--- src/rtl/merge_stream16_pkg.sv ---
// Shared definitions for the two-way sorted-run merger: data width, FSM states
// and the merge direction encoding.
package merge_stream16_pkg;

  localparam int DATA_W = 16;

  localparam logic ASCENDING  = 1'b1;
  localparam logic DESCENDING = 1'b0;

  typedef enum logic [1:0] {
    MERGE   = 2'd0,
    DRAIN_A = 2'd1,
    DRAIN_B = 2'd2
  } state_e;

endpackage

--- src/rtl/merge_select16.sv ---
// Unsigned head-of-run compare; ties favour A so the merge stays stable.
module merge_select16
  import merge_stream16_pkg::*;
#(
  parameter logic DIR = ASCENDING
) (
  input  logic [DATA_W-1:0] a_data,
  input  logic [DATA_W-1:0] b_data,
  output logic              sel_a
);

  always_comb begin
    if (DIR == ASCENDING) sel_a = (a_data <= b_data);
    else                  sel_a = (a_data >= b_data);
  end

endmodule

--- src/rtl/merge_stream16.sv ---
// Merges one sorted run from A and one from B into a single sorted run,
// one element per cycle through a registered valid/ready output stage.
module merge_stream16
  import merge_stream16_pkg::*;
#(
  parameter logic DIR   = ASCENDING,
  parameter int   CNT_W = 16
) (
  input  logic              clk,
  input  logic              rst,
  input  logic [DATA_W-1:0] a_data,
  input  logic              a_valid,
  input  logic              a_last,
  output logic              a_ready,
  input  logic [DATA_W-1:0] b_data,
  input  logic              b_valid,
  input  logic              b_last,
  output logic              b_ready,
  output logic [DATA_W-1:0] out_data,
  output logic              out_valid,
  output logic              out_last,
  input  logic              out_ready,
  output logic [CNT_W-1:0]  run_count
);

  state_e              state_q, state_d;
  logic [DATA_W-1:0]   data_q, data_d;
  logic                valid_q, last_q, last_d;
  logic [CNT_W-1:0]    run_count_q;
  logic                advance, load, sel_a;

  merge_select16 #(.DIR(DIR)) u_select (
    .a_data (a_data),
    .b_data (b_data),
    .sel_a  (sel_a)
  );

  assign advance = !valid_q || out_ready;

  always_comb begin
    state_d = state_q;
    a_ready = 1'b0;
    b_ready = 1'b0;
    load    = 1'b0;
    data_d  = data_q;
    last_d  = last_q;
    // Ready is gated by rst so nothing is acknowledged while the block is held.
    if (!rst && advance) begin
      unique case (state_q)
        MERGE: begin
          if (a_valid && b_valid) begin
            load   = 1'b1;
            last_d = 1'b0;
            if (sel_a) begin
              a_ready = 1'b1;
              data_d  = a_data;
              if (a_last) state_d = DRAIN_B;
            end else begin
              b_ready = 1'b1;
              data_d  = b_data;
              if (b_last) state_d = DRAIN_A;
            end
          end
        end
        DRAIN_A: begin
          if (a_valid) begin
            load    = 1'b1;
            a_ready = 1'b1;
            data_d  = a_data;
            last_d  = a_last;
            if (a_last) state_d = MERGE;
          end
        end
        DRAIN_B: begin
          if (b_valid) begin
            load    = 1'b1;
            b_ready = 1'b1;
            data_d  = b_data;
            last_d  = b_last;
            if (b_last) state_d = MERGE;
          end
        end
        default: state_d = MERGE;
      endcase
    end
  end

  always_ff @(posedge clk or posedge rst) begin
    if (rst) begin
      state_q     <= MERGE;
      data_q      <= '0;
      valid_q     <= 1'b0;
      last_q      <= 1'b0;
      run_count_q <= '0;
    end else begin
      state_q <= state_d;
      data_q  <= data_d;
      last_q  <= last_d;
      if (load)           valid_q <= 1'b1;
      else if (out_ready) valid_q <= 1'b0;
      if (valid_q && out_ready && last_q) run_count_q <= run_count_q + CNT_W'(1);
    end
  end

  assign out_data  = data_q;
  assign out_valid = valid_q;
  assign out_last  = last_q;
  assign run_count = run_count_q;

endmodule

--- config.mk ---
export PLATFORM = sky130hd
export DESIGN_NAME = merge_stream16
export DESIGN_NICKNAME = d
export VERILOG_FILES = /design/src/rtl/merge_stream16_pkg.sv /design/src/rtl/merge_select16.sv /design/src/rtl/merge_stream16.sv
export SDC_FILE = /design/constraint.sdc
export NUM_CORES = 1
export LEC_CHECK = 0
export ABC_AREA = 1
export BUFFER_PORTS_ARGS = -buffer_cell sky130_fd_sc_hd__buf_2
export CAP_MARGIN = 10
export CORE_MARGIN = 5
export CORE_UTILIZATION = 50
export DETAILED_ROUTE_END_ITERATION = 8
export PLACE_DENSITY = 0.86
export SETUP_SLACK_MARGIN = 0.3
export SLEW_MARGIN = 5
export SYNTH_ARGS = -nofsm -noshare
export SYNTH_HDL_FRONTEND = slang
export SYNTH_SLANG_ARGS = --single-unit
--- constraint.sdc ---
create_clock -name clk -period 2.57 [get_ports clk]
set_input_delay 0.3855 -clock clk [delete_from_list [all_inputs] [get_ports clk]]
set_output_delay 0.3855 -clock clk [all_outputs]
set_load 0.01 [all_outputs]
==> results.cfg, run 1 <==
[die]
initial_utilization = 0.521
die_area_mm2 = 0.00696
rows = 26
die_y_um = 83.4
die_x_um = 83.4
io_pins = 75
core-area_mm2 = 0.00517

[final_layout]
most-common-layout-cells = nand2_1, buf_2, inv_1, dfrtp_1, nor2_1
fill_cells = 446
final_nets = 493
drive_above_1_share = 0.302
fin_cells = 504
final_common_cell = nand2_1
areaGrowthSynthToFinish_pct = 26.4
post-route-util = 0.658
antenna_cells = 0

[global_routing]
grt_max_degree = 33
grt_remaining_overflow = 0
antenna_found_initial = 0
grt_pass1_wl_um = 11400
grt_pass1_vias = 2546
grt_util_all_layers = 0.198

[critical_path]
cp_max_fo = 6
r2r-start = state_q[1]$_DFFE_PP0P_
crit_arrival_ns = 1.84
endpoint_kind = output port
crit_chain = buf_8 > inv_6 > ha_4 > nand2_2 > inv_2 > nand3_2 > nor3_4 > nand2_2 > nand2_4 > nand2_8 > clkinv_4 > nand2_2 > a21oi_2 > buf_2
crit_type = in -> out
startpoint = b_data[11]
path_common_cell = nand2_2
worstPathRequired_ns = 2.18
max_stage_delay_ns = 0.25
worst_path_max_delay_cell = ha_4
startpoint_type = primary input

[logic_synthesis]
synth_edf_count = 0
seq_area_frac_synth = 0.334
async_flop_share = 1.00
syn_nets = 411
synth-main-ff-cell = dfrtp_1
ys_ff_latch = 36
synth.cell_area_mm2 = 0.00270
synthDistinctLibCells = 32
syn_area_per_cell_um2 = 7.68
netlist_instances = 351
ys_warn_count = 0

[place]
post-dp-hpwl_um = 5160
place.gp.congestion = 0.898
dp.cells = 488
portBuffers = 74

[clock_network]
clkSinkCount = 36
clk_path_buf_depth = 2
clk_latency_ns = 0.28
clk_pin_slew_worst_paths_ns = 0.07
htree_num_levels = 2
numCtsBuffers = 5
cts_tree = done
cts-root-buf = clkbuf_8

[power]
leakagePower_nw = 1.87
clkPwrFrac = 0.140
combPwrFrac = 0.553
total_power_mw = 2.89
p_per_area_mw_per_mm2 = 850
peakVddDrop_mv = 0.546
p_sw_frac = 0.448
p_int_mw = 1.60
seqPwrFrac = 0.307
switchingPower_mw = 1.30

[sta]
fin_skew_ns = 0.00364
rsz0062_at_grt = true
slew_headroom = 0.570
tightestPinTransition_ns = 0.644
setup_viol = 0
slew_violations = 0
fmax_ghz = 0.450
tns_ns = 0
post-route-min-period_ns = 2.22
hold_viol_final = 0
finalCritPeriodShare = 0.864

[route]
drcViolationCount = 0
via_count = 2675
drt-total-wl_um = 7030
drt_iter0_drc = 229
avgViaCountPerCell = 5.31
wl_per_cell_um = 13.9
dr.pass1.iters = 4
final_antenna_net_count = 0

[status]
status = complete, no violations

[min_path]
hold_path_class = in -> async

[flow_run]
maxCapViolCount = 0
-- synth_stat cells, types with 2 or more instances --
cell,instances,area share
a21oi_1,10,0.019
a221oi_1,15,0.049
buf_2,2,0.0037
buf_6,6,0.025
clkbuf_1,4,0.0056
dfrtp_1,36,0.33
ha_1,21,0.097
inv_1,48,0.067
inv_2,4,0.0056
nand2_1,108,0.15
nand2_2,4,0.0093
nand3_1,9,0.017
nand3_2,2,0.0074
nand4_1,3,0.0070
nor2_1,28,0.039
nor2_4,2,0.0084
nor3_1,2,0.0037
nor3_4,2,0.012
o211ai_1,15,0.042
o21ai_0,4,0.0074
o22ai_1,2,0.0046
xnor2_1,5,0.016
xor2_1,10,0.032
-- flip-flops by register name, summed over array words and instances, names as in the netlist --
signal / cells
out_data: 16
run_count: 16
state_q: 2
out_last: 1
out_valid: 1
-- stage by stage --
step / instance area, um2 / hold slack, ns / setup WS (ns)
final: 3410 / 0.199 / 0.349
after CTS: 3200 / 0.215 / 0.298
after global placement: 3110 / 0.459 / 0.343
after floorplan: 2700 / 0.477 / 0.539
after global routing: 3410 / 0.256 / 0.263
after detailed placement: 3110 / 0.467 / 0.293
-- timing repair --
item / in CTS / in global routing
gates cloned: 0 / 1
pin swaps: 0 / 10
setup buffers: 0 / 7
resized for setup: 1 / 32
hold buffers: 0 / 0
setup endpoints to repair: 2 / 2
-- power groups by stage --
| stage | clock network [mW] | logic (mW) | registers [mW] |
|---|---|---|---|
| after detailed placement | 0 | 1.52 | 0.893 |
| after CTS | 0.421 | 1.53 | 0.885 |
| after global placement | 0 | 1.47 | 0.887 |
| final | 0.406 | 1.60 | 0.889 |
| after floorplan | 0 | 1.00 | 0.956 |
| after global routing | 0.444 | 1.79 | 0.913 |
-- worst max-delay path: cells and delay by family --
family / cells / cell delay, ns
buffers and inverters: 5 / 0.34
adders and majority gates: 1 / 0.25
AOI/OAI and AO/OA: 1 / 0.12
and+or+nand+nor: 7 / 0.72
-- metal layers --
| layer | track usage | up-vias | wire length (um) |
|---|---|---|---|
| li1 | - | 1308 | - |
| met1 | 0.261 | 1234 | 2980 |
| met2 | 0.317 | 113 | 3310 |
| met3 | 0.0436 | 20 | 564 |
| met4 | 0.0789 | 0 | 178 |
| met5 | 0 | - | 0 |
-- path summary, 6_finish.rpt --
| path | to | slack [ns] | cells after the start |
|---|---|---|---|
| setup / recovery | b_ready | 0.35 | 14 |
| hold / removal | run_count[1]$_DFFE_PP0P_ | 0.20 | 2 |
| setup reg to reg | out_data[12]$_DFFE_PP0P_ | 0.79 | 12 |
| hold reg to reg | out_data[12]$_DFFE_PP0P_ | 0.48 | 2 |
| max in group asynchronous | out_data[8]$_DFFE_PP0P_ | 1.66 | 3 |
| min in group clk | out_valid$_DFFE_PP0P_ | 0.29 | 2 |
-- area by class of cell --
class | instances | area [um2] | share of cell area
clock buffer | 8 | 90.1 | 0.0265
sequential | 36 | 901 | 0.265
timing repair buffer | 87 | 509 | 0.150
multi-input combinational | 251 | 1610 | 0.474
inverter | 52 | 205 | 0.0602
tap | 70 | 87.6 | 0.0257
-- kinds of logic (layout without fill, tap and decap cells) --
logic type      after synthesis  count (layout)  synth area share
compound gates               49              49             0.130
xor+xnor                     15              15            0.0487
fa+ha+maj                    21              21            0.0975
buf+inv                      65             147             0.110
flops                        36              36             0.334
simple gates                165             166             0.279
Note: power is estimated with default switching activity, not from simulation.
==> inputs of run 2 (changes only) <==
--- a/config.mk
+++ b/config.mk
@@ -8,6 +8,7 @@
 export ABC_AREA = 1
 export BUFFER_PORTS_ARGS = -buffer_cell sky130_fd_sc_hd__buf_2
 export CAP_MARGIN = 10
+export CORE_ASPECT_RATIO = 1.4
 export CORE_MARGIN = 5
 export CORE_UTILIZATION = 50
 export DETAILED_ROUTE_END_ITERATION = 8
==> run 2 against run 1 <==
Net effect: sequential power is 0.7% lower; non-clock buffer count is 1 lower; critical path type unchanged; clock power about the same; maximum frequency grew 1.7%; critical path depth is 1 lower; cell count decreased by 1.2%; global-route usage decreased by 1.1 points; flip-flop and latch count is the same; count of clock-buffer cells in the layout unchanged; die area rose by 0.31%; utilization down 1.1 points.
==> results.cfg, run 2 (synthesis results as in run 1) <==
[route]
drt_iter0_drc = 114
drt-total-wl_um = 6910
avgViaCountPerCell = 5.28
via_count = 2630
dr.pass1.iters = 4
wl_per_cell_um = 13.9
final_antenna_net_count = 0
drcViolationCount = 0

[final_layout]
post-route-util = 0.648
fin_area_mm2 = 0.00337
fill_cells = 446
final_common_cell = nand2_1
most-common-layout-cells = nand2_1, buf_2, inv_1, dfrtp_1, nor2_1
areaGrowthSynthToFinish_pct = 24.9
final_nets = 491
drive_above_1_share = 0.306
antenna_cells = 0
fin_cells = 498

[place]
postPlaceCellArea_mm2 = 0.00309
post-place-ws_ns = 0.334
place.gp.congestion = 0.819
portBuffers = 74
post-dp-hpwl_um = 4980
dp.cells = 483

[clock_network]
clk_pin_slew_worst_paths_ns = 0.07
htree_num_levels = 2
clk_latency_ns = 0.28
clkSinkCount = 36
clk_path_buf_depth = 2
ctsHoldBuffers = 0
cts_tree = done
numCtsBuffers = 5
cts-root-buf = clkbuf_8

[die]
io_pins = 75
die_x_um = 72.1
die_area_mm2 = 0.00698
die_y_um = 96.9
initial_utilization = 0.519
core-area_mm2 = 0.00520
rows = 31

[sta]
slew_headroom = 0.640
rsz0062_at_grt = false
post-route-min-period_ns = 2.18
setup_viol = 0
hold_viol_final = 0
fin_skew_ns = 0.00509
fmax_ghz = 0.458
finalCritPeriodShare = 0.850
tns_ns = 0
tightestPinTransition_ns = 0.539
slew_violations = 0
finalWorstSetupSlack_ns = 0.387

[critical_path]
startpoint_type = primary input
worstPathRequired_ns = 2.18
endpoint_kind = output port
cp_max_fo = 6
reg2reg_slack_ns = 0.65
crit_type = in -> out
crit_arrival_ns = 1.80

[global_routing]
grt_max_degree = 37
antenna_found_initial = 0
grt_remaining_overflow = 0
grt_pass1_vias = 2379
grt_pass1_wl_um = 10700
grt_util_all_layers = 0.187

[status]
status = complete, no violations

[power]
p_per_area_mw_per_mm2 = 841
peakVddDrop_mv = 0.602
leakagePower_nw = 1.85

[min_path]
hold_path_class = in -> async

[flow_run]
maxCapViolCount = 0
## run 2: cell count changes in the layout (fill, tap and decap cells not counted), sizes merged
| cell | before | now |
|---|---|---|
| buf | 87 | 86 |
| clkinv | 1 | 0 |
| inv | 51 | 52 |
| nand2 | 114 | 113 |
## run 2: metrics by stage
stage	hold WS, ns	power [mW]
after floorplan	0.477	1.96
after global placement	0.457	2.32
after detailed placement	0.468	2.37
after CTS	0.240	2.78
after global routing	0.264	3.08
final	0.224	2.83
## run 2: worst paths after layout
path	from	cells after the start	end
worst max-delay path	b_data[11]	13	a_ready
worst min-delay path	rst	3	run_count[0]$_DFFE_PP0P_
worst max register to register	state_q[1]$_DFFE_PP0P_	11	out_data[2]$_DFFE_PP0P_
worst min register to register	out_data[13]$_DFFE_PP0P_	2	out_data[13]$_DFFE_PP0P_
max in group asynchronous	rst	3	run_count[12]$_DFFE_PP0P_
min in group clk	out_ready	2	out_valid$_DFFE_PP0P_
## run 2: metal layers
metal  GRT usage  wire length [um]  vias to the layer above
met1       0.237              2780                     1210
met5           0                 0                        -
li1            -                 -                     1304
met4      0.0724               110                        0
met2       0.314              3570                      106
met3      0.0259               452                       10
## run 2: final cells by class
class | count | area [um2] | area share
tap | 66 | 82.6 | 0.0245
multi-input combinational | 250 | 1610 | 0.479
timing repair buffer | 86 | 485 | 0.144
inverter | 52 | 195 | 0.0580
clock buffer | 8 | 90.1 | 0.0268
sequential | 36 | 901 | 0.268
## run 2: repair_timing
action | CTS | global route
setup endpoints to repair | 0 | 2
setup buffers | 0 | 7
resized for setup | 0 | 28
## run 2: critical path, stage by stage
cell and delay [ns]:
buf_6 0.07, inv_2 0.04, ha_4 0.27, nand2_2 0.05, inv_2 0.07, nand3_4 0.07, nor3_4 0.19, buf_4 0.14
nand3_2 0.09, nand2_4 0.12, nand2_1 0.07, a21oi_2 0.10, buf_2 0.13
## run 2: where the power goes
| group | switching (mW) | total, mW | internal, mW | leakage, nW |
|---|---|---|---|---|
| clock network | 0.187 | 0.405 | 0.219 | 0.0455 |
| registers | 0.131 | 0.883 | 0.752 | 0.455 |
| logic | 0.944 | 1.54 | 0.599 | 1.35 |
| total | 1.26 | 2.83 | 1.57 | 1.85 |
==> inputs of run 3 (changes only) <==
==> constraint.sdc (replaced) <==
create_clock -name clk -period 2.01 [get_ports clk]
set_input_delay 0.3015 -clock clk [delete_from_list [all_inputs] [get_ports clk]]
set_output_delay 0.3015 -clock clk [all_outputs]
set_load 0.01 [all_outputs]
==> run 3 against run 2 <==
Net effect: routed wire length up 19%; die area is the same; global-route usage increased by 3.5 points; via count is 5.9% higher; clock skew grew 0.0025 ns; combinational power grew 55%; critical path type unchanged; highest routed layer unchanged.
==> results.cfg, run 3 (synthesis results as in run 1) <==
[status]
status = complete, no violations

[route]
final_antenna_net_count = 0
drcViolationCount = 0
drt_iter0_drc = 78
drt-total-wl_um = 8200
wl_per_cell_um = 16.0
avgViaCountPerCell = 5.44
via_count = 2784
dr.pass1.iters = 4

[clock_network]
cts-root-buf = clkbuf_8
clk_path_buf_depth = 2
ctsHoldBuffers = 0
clkSinkCount = 36
htree_num_levels = 2
clk_latency_ns = 0.28
cts_tree = done
clk_pin_slew_worst_paths_ns = 0.07
numCtsBuffers = 5

[final_layout]
areaGrowthSynthToFinish_pct = 41.2
most-common-layout-cells = nand2_1, buf_2, dfrtp_1, inv_1, nor2_1
antenna_cells = 0
fin_cells = 512
final_common_cell = nand2_1
final_nets = 506
drive_above_1_share = 0.417
fill_cells = 384
post-route-util = 0.732
fin_area_mm2 = 0.00380

[critical_path]
crit_type = in -> out
worst_path_max_delay_cell = ha_4
worstPathRequired_ns = 1.71
crit_arrival_ns = 1.68
path_buf_inv = 2
cp_max_fo = 3
reg2reg_slack_ns = 0.20
path_common_cell = nand2_1
crit_family = simple AND/OR/NAND/NOR gates
crit_chain = buf_2 > ha_4 > nand2_1 > nand2_1 > nand2_1 > nand2_1 > a21oi_2 > nand2_2 > nand2_4 > nand2_2 > a21oi_2 > buf_2
max_stage_delay_ns = 0.27
startpoint_type = primary input
endpoint_kind = output port

[sta]
tns_ns = 0
setup_viol = 0
fin_skew_ns = 0.00760
finalCritPeriodShare = 0.984
tightestPinTransition_ns = 0.446
slew_violations = 0
slew_headroom = 0.703
post-route-min-period_ns = 1.98
hold_ws_ns = 0.138
fmax_ghz = 0.506
rsz0062_at_grt = true
hold_viol_final = 0

[die]
die_x_um = 72.1
io_pins = 75
die_y_um = 96.9
core-area_mm2 = 0.00520
die_area_mm2 = 0.00698
initial_utilization = 0.519
rows = 31

[global_routing]
grt_pass1_wl_um = 12600
grt_pass1_vias = 2781
grt_remaining_overflow = 0
antenna_found_initial = 0
grt_util_all_layers = 0.222
grt_max_degree = 37

[place]
postPlaceCellArea_mm2 = 0.00319
portBuffers = 74
post-dp-hpwl_um = 5000
dp.cells = 487
place.gp.congestion = 0.845

[power]
p_per_area_mw_per_mm2 = 1050
peakVddDrop_mv = 0.837
leakagePower_nw = 1.99

[flow_run]
maxCapViolCount = 0

[min_path]
hold_path_class = in -> async
## run 3: path summary, 6_finish.rpt
check                                          from                       end  cells past startpoint
setup / recovery                          a_data[9]                   a_ready                     12
min in group clk                          out_ready     out_valid$_DFFE_PP0P_                      2
hold / removal                                  rst  run_count[0]$_DFFE_PP0P_                      3
setup reg to reg             state_q[0]$_DFFE_PP0P_   out_data[5]$_DFFE_PP0P_                      8
hold reg to reg            out_data[14]$_DFFE_PP0P_  out_data[14]$_DFFE_PP0P_                      2
max in group asynchronous                       rst   out_data[3]$_DFFE_PP0P_                      3
## run 3: worst min-delay path: cells and delay by family
family	cells	cell delay (ns)
buf+inv	3	0.55
## run 3: where the power goes
part / leakage (nW) / internal [mW] / switching [mW]
sequential: 0.455 / 0.962 / 0.177
combinational: 1.49 / 0.993 / 1.40
clock: 0.0410 / 0.235 / 0.231
total: 1.99 / 2.19 / 1.80
## run 3: timing repair
item / 4_1_cts / 5_1_grt
resized for setup: 45 / 36
setup endpoints to repair: 20 / 23
setup buffers: 10 / 3
cloned: 5 / 0
pin swaps: 19 / 31
## run 3: metal layers
layer,GRT usage,wire length (um),up-vias
met5,0,0,-
met4,0.0955,297,0
met3,0.0249,438,29
met2,0.408,4380,121
met1,0.251,3070,1300
li1,-,-,1334
## run 3: stage by stage
stage	total power, mW	worst slack (ns)
after floorplan	2.52	0.212
after global placement	2.99	-0.0989
after detailed placement	3.06	-0.102
after CTS	3.81	0.0986
after global routing	4.29	-0.0662
final	3.99	0.0331
## run 3: cell type report
cell class	instances	area, um2	share of cell area
clock buffer	6	72.6	0.0191
clock inverter	1	5.00	0.00132
tap	66	82.6	0.0217
sequential	36	901	0.237
timing repair inverter	2	12.5	0.00329
multi-input combinational	250	1780	0.467
inverter	52	218	0.0572
timing repair buffer	99	737	0.194
